### config.mk
export PLATFORM = sky130hd
export DESIGN_NAME = pipe_stage_buf
export DESIGN_NICKNAME = d
export VERILOG_FILES = /design/src/rtl/pipe_pkg.sv /design/src/rtl/pipe_fifo_mem.sv /design/src/rtl/pipe_stage_buf.sv
export SDC_FILE = /design/constraint.sdc
export NUM_CORES = 1
export LEC_CHECK = 0
export ABC_AREA = 1
export CORE_ASPECT_RATIO = 1.75
export CORE_MARGIN = 2
export CORE_UTILIZATION = 44
export CTS_BUF_LIST = sky130_fd_sc_hd__clkbuf_4 sky130_fd_sc_hd__clkbuf_8 sky130_fd_sc_hd__clkbuf_16
export CTS_CLUSTER_SIZE = 8
export DETAILED_ROUTE_END_ITERATION = 7
export PLACE_DENSITY = 0.77
export SYNTH_ARGS = -nofsm -noshare
export SYNTH_HDL_FRONTEND = slang
export SYNTH_SLANG_ARGS = --single-unit
### constraint.sdc
create_clock -name clk -period 6.07 [get_ports clk]
set_input_delay 1.214 -clock clk [delete_from_list [all_inputs] [get_ports clk]]
set_output_delay 1.214 -clock clk [all_outputs]
set_load 0.005 [all_outputs]
### src/rtl/pipe_pkg.sv
// Shared constants for pipeline stage buffers.
// Holds default payload/exception widths, the exception-cause bit indices
// and the occupancy-counter width helper.
package pipe_pkg;

    localparam int unsigned DATA_W_DEF = 64;
    localparam int unsigned EXCP_W_DEF = 10;

    // Exception-cause bit positions within the excp vector
    localparam int unsigned EXCP_PC_MISALIGN  = 0;
    localparam int unsigned EXCP_IF_BUS_ERR   = 1;
    localparam int unsigned EXCP_ILEGL_INSTR  = 2;
    localparam int unsigned EXCP_ECALL        = 3;
    localparam int unsigned EXCP_EBREAK       = 4;
    localparam int unsigned EXCP_MRET         = 5;
    localparam int unsigned EXCP_LD_MISALIGN  = 6;
    localparam int unsigned EXCP_LD_BUS_ERR   = 7;
    localparam int unsigned EXCP_ST_MISALIGN  = 8;
    localparam int unsigned EXCP_ST_BUS_ERR   = 9;

    // Bits needed to hold an occupancy of 0..depth inclusive
    function automatic int unsigned cnt_w(input int unsigned depth);
        return $clog2(depth + 1);
    endfunction

endpackage

### src/rtl/pipe_fifo_mem.sv
// DEPTH x WIDTH storage for the stage buffer.
// Ports: clk; we/waddr/wdata synchronous write; raddr/rdata asynchronous read.
// Storage is intentionally not reset.
module pipe_fifo_mem #(
    parameter int unsigned WIDTH = 74,
    parameter int unsigned DEPTH = 2
) (
    input  logic                     clk,
    input  logic                     we,
    input  logic [$clog2(DEPTH)-1:0] waddr,
    input  logic [WIDTH-1:0]         wdata,
    input  logic [$clog2(DEPTH)-1:0] raddr,
    output logic [WIDTH-1:0]         rdata
);

    logic [WIDTH-1:0] mem [DEPTH];

    // Write port
    always_ff @(posedge clk) begin
        if (we) begin
            mem[waddr] <= wdata;
        end
    end

    // Read port
    assign rdata = mem[raddr];

endmodule

### src/rtl/pipe_stage_buf.sv
// Pipeline stage buffer with real backpressure, flush and exception halt.
// Ports: clk, rst_n (async active-low), flush_i;
//        in_valid_i/in_ready_o/in_data_i/in_excp_i upstream handshake;
//        out_valid_o/out_ready_i/out_data_o/out_excp_o/out_excp_any_o downstream;
//        count_o occupancy, halted_o intake stopped by an accepted exception.
module pipe_stage_buf
    import pipe_pkg::*;
#(
    parameter int unsigned DATA_W       = DATA_W_DEF,
    parameter int unsigned EXCP_W       = EXCP_W_DEF,
    parameter int unsigned DEPTH        = 2,
    parameter bit          ZERO_INVALID = 1'b1,
    parameter bit          HALT_ON_EXCP = 1'b1
) (
    input  logic                      clk,
    input  logic                      rst_n,
    input  logic                      flush_i,
    input  logic                      in_valid_i,
    output logic                      in_ready_o,
    input  logic [DATA_W-1:0]         in_data_i,
    input  logic [EXCP_W-1:0]         in_excp_i,
    output logic                      out_valid_o,
    input  logic                      out_ready_i,
    output logic [DATA_W-1:0]         out_data_o,
    output logic [EXCP_W-1:0]         out_excp_o,
    output logic                      out_excp_any_o,
    output logic [cnt_w(DEPTH)-1:0]   count_o,
    output logic                      halted_o
);

    localparam int unsigned PTR_W = $clog2(DEPTH);
    localparam int unsigned CNT_W = cnt_w(DEPTH);
    localparam int unsigned ENT_W = DATA_W + EXCP_W;

    logic [PTR_W-1:0] wr_ptr;
    logic [PTR_W-1:0] rd_ptr;
    logic [CNT_W-1:0] count;
    logic             halt;
    logic             push_c;
    logic             pop_c;
    logic [ENT_W-1:0] head;
    logic [DATA_W-1:0] head_data;
    logic [EXCP_W-1:0] head_excp;

    // Handshake: ready derives from registered state only, so a pop at full
    // never opens intake in the same cycle
    assign in_ready_o  = (count < CNT_W'(DEPTH)) & ~halt;
    assign out_valid_o = (count != '0);
    assign push_c      = in_valid_i & in_ready_o & ~flush_i;
    assign pop_c       = out_valid_o & out_ready_i & ~flush_i;

    // Pointers, occupancy and halt flag
    always_ff @(posedge clk or negedge rst_n) begin
        if (!rst_n) begin
            wr_ptr <= '0;
            rd_ptr <= '0;
            count  <= '0;
            halt   <= 1'b0;
        end else if (flush_i) begin
            wr_ptr <= '0;
            rd_ptr <= '0;
            count  <= '0;
            halt   <= 1'b0;
        end else begin
            if (push_c) begin
                wr_ptr <= wr_ptr + PTR_W'(1);
            end
            if (pop_c) begin
                rd_ptr <= rd_ptr + PTR_W'(1);
            end
            case ({push_c, pop_c})
                2'b10:   count <= count + CNT_W'(1);
                2'b01:   count <= count - CNT_W'(1);
                default: count <= count;
            endcase
            // Once an excepting entry is in, younger items must stay out
            halt <= HALT_ON_EXCP & (halt | (push_c & (|in_excp_i)));
        end
    end

    pipe_fifo_mem #(
        .WIDTH (ENT_W),
        .DEPTH (DEPTH)
    ) u_mem (
        .clk   (clk),
        .we    (push_c),
        .waddr (wr_ptr),
        .wdata ({in_data_i, in_excp_i}),
        .raddr (rd_ptr),
        .rdata (head)
    );

    assign head_data = head[ENT_W-1:EXCP_W];
    assign head_excp = head[EXCP_W-1:0];

    // Optional masking of the head entry while nothing is valid
    assign out_data_o     = (ZERO_INVALID && !out_valid_o) ? '0 : head_data;
    assign out_excp_o     = (ZERO_INVALID && !out_valid_o) ? '0 : head_excp;
    assign out_excp_any_o = out_valid_o & (|head_excp);

    assign count_o  = count;
    assign halted_o = halt;

endmodule

==> results of run 1 <==
==> final timing paths <==
kind | cells after the start | end | slack [ns] | start
max in group asynchronous | 1 | rd_ptr | 4.81 | rst_n
min | 2 | halted_o | 0.58 | halted_o
max reg2reg | 4 | u_mem.mem[1][67] | 3.52 | count_o[1]
min reg2reg | 2 | halted_o | 0.58 | halted_o
min in group asynchronous | 1 | count_o[0] | 1.03 | rst_n
max | 4 | out_excp_o[9] | 2.07 | count_o[1]
==> flip-flops by register name (all words and copies together), names as in the netlist <==
register / cells
halted_o: 1
u_mem.mem: 148
wr_ptr: 1
rd_ptr: 1
count_o: 2
==> tightest hold or removal path, stage by stage, from the launching register on <==
cell and delay [ns]:
dfrtp_1 0.40, nand2_1 0.08, nand2_1 0.07
==> routing by layer <==
metal | share of wire | GRT usage | up-vias
met5 | 0 | 0 | -
met4 | 0.031 | 0.0945 | 0
met2 | 0.57 | 0.354 | 155
li1 | - | - | 1921
met3 | 0.045 | 0.0414 | 28
met1 | 0.36 | 0.183 | 1927
==> power by group <==
group | switching [mW] | internal [mW]
sequential | 0.0336 | 1.27
clock | 0.392 | 0.622
combinational | 0.537 | 0.531
total | 0.964 | 2.42
==> final cells by class <==
class,count,area [um^2],share of cell area
tap,174,218,0.0265
inverter,12,48.8,0.00594
timing repair buffer,163,1620,0.197
clock buffer,21,455,0.0554
multi-input combinational,273,1190,0.145
sequential,153,4570,0.556
clock inverter,10,121,0.0148
==> cells by family (layout without fill, tap and decap cells) <==
kind of cell    after synthesis  in the layout  synth area share
compound gates               78             78            0.0663
buf+inv                      36            206            0.0335
flops                       153            153             0.769
simple gates                195            195             0.132
==> Yosys cell counts <==
master	number
o21ai_0	1
nand2_1	163
or2_1	1
nand2_2	3
nand3_1	3
dfrtp_1	5
nor3_1	3
nor2_2	1
buf_2	13
inv_4	1
edfxtp_1	148
buf_4	8
nor2_4	2
buf_1	1
o21ai_1	6
a21oi_1	70
nand4_1	1
inv_1	10
a21oi_2	1
nor2_1	17
buf_6	2
nand3_4	1
clkinv_1	1
==> per-stage QoR <==
stage / cells / area [um^2] / hold WS [ns]
2_1_floorplan: 462 / 5950 / 0.507
3_3_place_gp: 775 / 7640 / 0.541
3_5_place_dp: 775 / 7640 / 0.552
4_1_cts: 806 / 8220 / 0.567
5_1_grt: 806 / 8220 / 0.621
6_report: 806 / 8220 / 0.582
==> cells in the final DEF, fill, tap and decap left out <==
master           instances
a21oi_1                 70
a21oi_2                  1
buf_4                    5
bufinv_16                2
clkbuf_16               17
clkbuf_4                 4
clkdlybuf4s50_1        158
clkinv_1                 1
clkinv_2                 2
clkinv_4                 1
clkinvlp_4               4
dfrtp_1                  4
dfrtp_2                  1
edfxtp_1               148
inv_1                    9
inv_4                    1
inv_6                    2
nand2_1                163
nand2_2                  3
nand3_1                  3
nand3_4                  1
nand4_1                  1
nor2_1                  17
nor2_2                   1
nor2_4                   2
nor3_1                   2
nor3_4                   1
o21ai_0                  1
o21ai_1                  6
or2_1                    1
==> results.txt, run 1 <==
Max rail drop VDD -> 0.241 mV
Hold_buf cts -> 0
Fin util -> 0.618
WL per Instance -> 16.4 um
Worst clock skew -> 0.00839 ns
Arr. time, crit path -> 2.79 ns
Max Cap Viol -> 0
Crit path max-delay cell type -> nor2_4
Clock Pin Slew Worst Setup and Hold Paths -> 0.06 ns
TNS Setup -> 0 ns
Synth cell types -> 23
Routability-driven placement congestion ratio -> 0.857
Setup bufs post-CTS -> 0
DRT iter0 DRCs -> 190
Post-Synthesis Cells -> 462
Avg Inst Size Synth -> 12.9 um^2
DR vias -> 4031
Number of hold violations in the final report -> 0
WS Path Type -> reg -> out
Worst Slack Setup Final -> 2.07 ns
Slew Limit Headroom -> 0.178
CP required -> 4.86 ns
FMAX -> 250 MHz
Final setup vio count -> 0
Hold WC Path Type -> reg -> reg
Vias in the first global route -> 4185
Critical-path maximum fanout -> 41
Outcome -> finished, final reports clean
Initial antenna violation count -> 0
Power, Total -> 3.38 mW
Worst setup SP type -> flip-flop
Largest area contributor in the synthesized netlist -> edfxtp_1
Die Wd -> 91.9 um
Slew @ Worst Pin -> 1.23 ns
Drt total wl -> 13300 um
DRC -> 0
Period utilisation layout -> 0.660
Io pins -> 159
Starting Density -> 0.447
Largest net degree at the start of global routing -> 79
Pre-CTS setup slack -> 2.39 ns
Mapped Area -> 5950 um^2
Total die area -> 14500 um^2
Clock sink count -> 153
Average via count per standard cell -> 5.00
All-Layer GR Usage -> 0.184
Layout area overhead -> 38.3%
CTS-repair resized insts -> 0
Clock tree from TritonCTS -> done
Grt total ovfl -> 0
Seq/Total Area, Yosys -> 0.769
Nets -> 699
Minimum clock period -> 4.00 ns
DRT antenna net count -> 0
Post-synthesis register bit count -> 153
# rows -> 56
Clock Tree Buf Depth -> 2
Detailed Routing Iterations Pass 1 -> 4
Worst Path Buf+Inv -> 2
Number of fill cells in the layout -> 1000
Syn nets -> 541
Antenna fix cells -> 0
Max incr delay on CP -> 0.70 ns
Htree depth -> 4
Count of input and output buffers -> 158
Yosys warns -> 0
Critical Path Sink Type -> output port
Synth top area share -> 0.747
P_leak -> 2.91 nW
Worst-Skew Late Latency -> 0.41 ns
CORE AREA -> 13300 um^2
Ratio of cells with drive above 1 in the final layout -> 0.0759
Slew Limit Fails -> 0
Total CTS buffers -> 17
Clock root buffer -> clkbuf_16
Largest cells by area after synthesis -> edfxtp_1 75%, nand2_1 10%, a21oi_1 5.9%
Die height -> 158 um
HPWL after DPL -> 8700 um
RSZ-0062 raised after global routing -> no
Global-route wire length before repair -> 20100 um
Worst path cell trace -> nor2_4 > buf_4 > a21oi_1 > clkdlybuf4s50_1
PwrDens -> 411 nW/um^2
Crit path max-delay family -> buffers and inverters
Power figures use the tool's default switching activity.
==> run 2: changes to the inputs <==
- CORE_UTILIZATION: 44 -> 45
- PLACE_DENSITY: 0.77 -> 0.75
- clock period: 6.07 -> 4 ns (I/O delays scaled with it)
==> run 2 against run 1 <==
  * Sequential cell count unchanged
  * Final cell count increased by 0.12%
  * Largest power group unchanged
  * Register-to-register slack got worse by 1.7 ns
==> results.txt, run 2 (same netlist as run 1, synthesis figures left out) <==
TNS Setup -> 0 ns (unchanged)
Starting Density -> 0.460 (+0.0130)
Largest net degree at the start of global routing -> 73 (-7.6%)
Slew @ Worst Pin -> 0.744 ns (-0.485 ns)
Grt total ovfl -> 0 (unchanged)
Total die area -> 14200 um^2 (-2.2%)
Detailed Routing Iterations Pass 1 -> 5 (+1)
WL per Instance -> 16.5 um (+0.55%)
Die height -> 156 um (-1.1%)
Ratio of cells with drive above 1 in the final layout -> 0.0787 (+0.00279)
Clock Tree Buf Depth -> 2 (unchanged)
Number of hold violations in the final report -> 0 (unchanged)
CTS-repair resized insts -> 0 (unchanged)
Worst setup SP type -> flip-flop
DRT antenna net count -> 0 (unchanged)
Max Cap Viol -> 0 (unchanged)
Most Frequent Cell on Critical Path -> nor2_1
Most frequent cells in the layout -> 163 x nand2_1, 158 x clkdlybuf4s50_1, 148 x edfxtp_1
# rows -> 55 (-1.8%)
Critical Path Sink Type -> output port
Total CTS buffers -> 17 (unchanged)
Slew Limit Headroom -> 0.504 (+0.326)
Max incr delay on CP -> 0.52 ns (-0.18 ns)
Count of input and output buffers -> 158 (unchanged)
Drt total wl -> 13300 um (+0.67%)
Clock sink count -> 153 (unchanged)
DRC -> 0 (unchanged)
CP required -> 3.20 ns (-1.66 ns)
Routability-driven placement congestion ratio -> 0.834 (-2.7%)
Biggest register -> u_mem.mem
CORE AREA -> 12900 um^2 (-2.8%)
FMAX -> 306 MHz
Max rail drop VDD -> 0.403 mV (+67%)
Hold WC Path Type -> reg -> reg
P_leak -> 2.92 nW (+0.20%)
PwrDens -> 621 nW/um^2 (+51%)
Worst Path Buf+Inv -> 2 (unchanged)
Clock tree from TritonCTS -> done
Finished layout cell area -> 8240 um^2 (+0.20%)
Crit path max-delay family -> buffers and inverters
Setup bufs post-CTS -> 0 (unchanged)
Placed Area -> 7670 um^2 (+0.31%)
Fin Hold WS -> 0.580 ns (-0.00218 ns)
Global-route wire length before repair -> 20700 um (+2.9%)
Clock root buffer -> clkbuf_16
Worst-Skew Late Latency -> 0.41 ns (about the same)
HPWL after DPL -> 8920 um (+2.6%)
Commonest non-fill, non-tap cell in the layout -> nand2_1
Nets -> 701 (+0.29%)
Die Wd -> 90.9 um (-1.1%)
Hold_buf cts -> 0 (unchanged)
Worst path cell trace -> inv_4 > nand2_1 > nand2_1 > nor2_1 > nand3_1 > nor2_1 > nor2_1 > clkdlybuf4s50_1
Htree depth -> 4 (unchanged)
Clock Pin Slew Worst Setup and Hold Paths -> 0.06 ns (about the same)
Arr. time, crit path -> 2.47 ns (-0.32 ns)
Outcome -> finished, final reports clean
Final setup vio count -> 0 (unchanged)
Power, Total -> 5.12 mW (+51%)
DR vias -> 4005 (-0.65%)
Period utilisation layout -> 0.818
Slew Limit Fails -> 0 (unchanged)
Max reg flops -> 148 (unchanged)
Critical-path maximum fanout -> 72 (+76%)
Vias in the first global route -> 4282 (+2.3%)
Worst clock skew -> 0.00825 ns (-0.000149 ns)
WS Path Type -> reg -> out
Average via count per standard cell -> 4.96 (-0.77%)
Minimum clock period -> 3.27 ns
Crit path max-delay cell type -> clkdlybuf4s50_1
DRT iter0 DRCs -> 271 (+43%)
All-Layer GR Usage -> 0.191 (+0.00693)
Io pins -> 159 (unchanged)
RSZ-0062 raised after global routing -> no
Layout area overhead -> 38.6%
Initial antenna violation count -> 1 (+1)
## run 2: cell count changes in the layout (fill, tap and decap cells not counted)
cell and change:
clkinv_4 +1, inv_6 +3, diode_2 +1, bufinv_16 -1, inv_8 +1, buf_4 +1
clkbuf_4 -4, buf_12 +1, clkinv_1 +1
## run 2: final cells by class
type / count / area (um^2)
well taps: 171 / 214
multi-input cells: 273 / 1190
clock buffers: 17 / 425
repair buffers: 165 / 1650
flip-flops and latches: 153 / 4570
clock inverters: 15 / 141
diodes: 1 / 2.50
inverters: 12 / 48.8
fillers: 1000 / 4700
## run 2: power breakdown
group | internal, mW | switching (mW) | total [mW]
Clock | 0.867 | 0.636 | 1.50
Combinational | 0.818 | 0.822 | 1.64
Sequential | 1.92 | 0.0542 | 1.97
## run 2: tightest hold or removal path: stages, from the launching register on
cell and delay [ns]:
dfrtp_1 0.41, nand2_1 0.07, nand2_1 0.07
## run 2: layer usage
layer / vias to the layer above / GRT usage / wire length, um
li1: 1937 / - / -
met1: 1910 / 0.200 / 5080
met2: 134 / 0.356 / 7460
met3: 24 / 0.0391 / 484
met4: 0 / 0.103 / 325
met5: - / 0 / 0
## run 2: worst paths after layout
kind                             from          endpoint  slack (ns)  depth (start not counted)
setup / recovery               rd_ptr    out_excp_any_o        0.73                          8
hold / removal               halted_o          halted_o        0.58                          2
setup reg to reg           count_o[1]  u_mem.mem[0][69]        1.87                          6
hold reg to reg              halted_o          halted_o        0.58                          2
max in group asynchronous       rst_n            rd_ptr        3.15                          1
min in group asynchronous       rst_n        count_o[1]        0.62                          1
## run 2: metrics by stage
step / setup WS [ns] / util / std cells
after floorplan: 0.901 / - / 462
after global placement: 1.22 / 0.593 / 774
after detailed placement: 1.17 / 0.593 / 774
after CTS: 0.720 / 0.637 / 806
after global routing: 0.537 / 0.637 / 807
final: 0.727 / 0.637 / 807
==> run 3: changes to the inputs <==
- clock period: 4 -> 3.4 ns (I/O delays scaled with it)
==> run 3 against run 2 <==
  * Sequential power is 18% higher
  * Clock-buffer cell count increased by 1
  * Routed wire length decreased by 0.96%
  * Total power rose by 16%
  * Global-route usage decreased by 0.21 points
  * Hold slack worse by 0.075 ns
  * Register-to-register slack lost 0.53 ns
  * Final cell count increased by 0.37%
  * Die area stayed put
  * Sequential cell count stayed put
==> results.txt, run 3 (same netlist as run 1, synthesis figures left out) <==
Outcome -> finished, final reports clean
Average via count per standard cell -> 4.98 (+0.25%)
Clock tree from TritonCTS -> done
Io pins -> 159 (unchanged)
Hold WC Path Type -> in -> async
DRT iter0 DRCs -> 251 (-7.4%)
Max reg flops -> 148 (unchanged)
Minimum clock period -> 2.96 ns
Max Cap Viol -> 0 (unchanged)
Worst-Skew Late Latency -> 0.41 ns (about the same)
Setup bufs post-CTS -> 0 (unchanged)
Period utilisation layout -> 0.871
RSZ-0062 raised after global routing -> no
Number of hold violations in the final report -> 0 (unchanged)
Crit path max-delay family -> buffers and inverters
Crit path max-delay cell type -> clkdlybuf4s50_1
Commonest non-fill, non-tap cell in the layout -> nand2_1
All-Layer GR Usage -> 0.189 (-0.00206)
WL per Instance -> 16.3 um (-1.3%)
Die height -> 156 um (unchanged)
Ratio of cells with drive above 1 in the final layout -> 0.0831 (+0.00433)
Hold_buf cts -> 0 (unchanged)
Clock root buffer -> clkbuf_16
Grt total ovfl -> 0 (unchanged)
HPWL after DPL -> 8890 um (-0.37%)
Die Wd -> 90.9 um (unchanged)
Total CTS buffers -> 17 (unchanged)
Fin Hold WS -> 0.505 ns (-0.0752 ns)
Clock Pin Slew Worst Setup and Hold Paths -> 0.07 ns (about the same)
CP required -> 2.72 ns (-0.48 ns)
Total die area -> 14200 um^2 (unchanged)
DRT antenna net count -> 0 (unchanged)
Final setup vio count -> 0 (unchanged)
Global-route wire length before repair -> 20600 um (-0.57%)
Htree depth -> 4 (unchanged)
Worst Slack Setup Final -> 0.438 ns (-0.289 ns)
Biggest register -> u_mem.mem
Starting Density -> 0.460 (unchanged)
Finished layout cell area -> 8240 um^2 (about the same)
Routability-driven placement congestion ratio -> 0.835 (+0.12%)
Most frequent cells in the layout -> 163 x nand2_1, 158 x clkdlybuf4s50_1, 148 x edfxtp_1
DRC -> 0 (unchanged)
Max incr delay on CP -> 0.54 ns (+0.02 ns)
Vias in the first global route -> 4283 (+0.023%)
Setup crit start -> rd_ptr
Placed Area -> 7690 um^2 (+0.29%)
Slew Limit Headroom -> 0.578 (+0.0737)
P_leak -> 2.92 nW (about the same)
Drt total wl -> 13200 um (-0.96%)
Clock Tree Buf Depth -> 2 (unchanged)
Pre-CTS setup slack -> 0.794 ns (-0.378 ns)
TNS Setup -> 0 ns (unchanged)
Worst setup SP type -> flip-flop
PwrDens -> 723 nW/um^2 (+16%)
Max rail drop VDD -> 0.380 mV (-5.7%)
Count of input and output buffers -> 158 (unchanged)
Clock sink count -> 153 (unchanged)
Critical Path Sink Type -> output port
CTS-repair resized insts -> 0 (unchanged)
FMAX -> 338 MHz
Layout area overhead -> 38.6% (about the same)
Nets -> 704 (+0.43%)
Detailed Routing Iterations Pass 1 -> 4 (-1)
CORE AREA -> 12900 um^2 (unchanged)
Worst clock skew -> 0.00970 ns (+0.00145 ns)
Worst Path Buf+Inv -> 3 (+1)
Critical-path maximum fanout -> 36 (-50%)
DR vias -> 4030 (+0.62%)
WS Path Type -> reg -> out
# rows -> 55 (unchanged)
Slew @ Worst Pin -> 0.633 ns (-0.111 ns)
Slew Limit Fails -> 0 (unchanged)
Arr. time, crit path -> 2.28 ns (-0.19 ns)
Largest net degree at the start of global routing -> 79 (+8.2%)
Worst path cell trace -> inv_4 > buf_4 > nand2_1 > a21oi_1 > clkdlybuf4s50_1
Initial antenna violation count -> 1 (unchanged)
Worst R2R Start -> count_o[1]
run 3: final timing paths:
kind | cells past startpoint | slack (ns) | endpoint
worst max-delay path | 5 | 0.44 | out_data_o[18]
worst min-delay path | 1 | 0.51 | wr_ptr
worst max register to register | 6 | 1.34 | u_mem.mem[0][61]
worst min register to register | 2 | 0.53 | halted_o
max in group asynchronous | 1 | 2.65 | rd_ptr
min in group clk | 2 | 0.53 | halted_o
run 3: area by class of cell:
class / instances / area, um^2
clock inverters: 14 / 114
inverters: 12 / 48.8
fillers: 1008 / 4700
diodes: 1 / 2.50
clock buffers: 18 / 433
flip-flops and latches: 153 / 4570
multi-input cells: 273 / 1190
well taps: 171 / 214
repair buffers: 168 / 1670
run 3: through the flow:
stage | utilization | power, mW | instances
after floorplan | - | 3.22 | 462
after global placement | 0.594 | 4.27 | 777
after detailed placement | 0.594 | 4.31 | 777
after CTS | 0.637 | 6.02 | 809
after global routing | 0.637 | 6.27 | 810
final | 0.637 | 5.96 | 810
run 3: layer usage:
metal / vias to the layer above / track usage / part of all wire
met5: - / 0 / 0
met4: 0 / 0.113 / 0.033
met3: 33 / 0.0483 / 0.048
met2: 128 / 0.348 / 0.55
met1: 1929 / 0.191 / 0.36
li1: 1940 / - / -
run 3: power breakdown:
group	switching, mW	total (mW)	internal [mW]	leakage (nW)
Sequential	0.0637	2.32	2.26	1.41
Combinational	0.960	1.93	0.974	1.25
Clock	0.748	1.70	0.956	0.253
Total	1.77	5.96	4.19	2.92
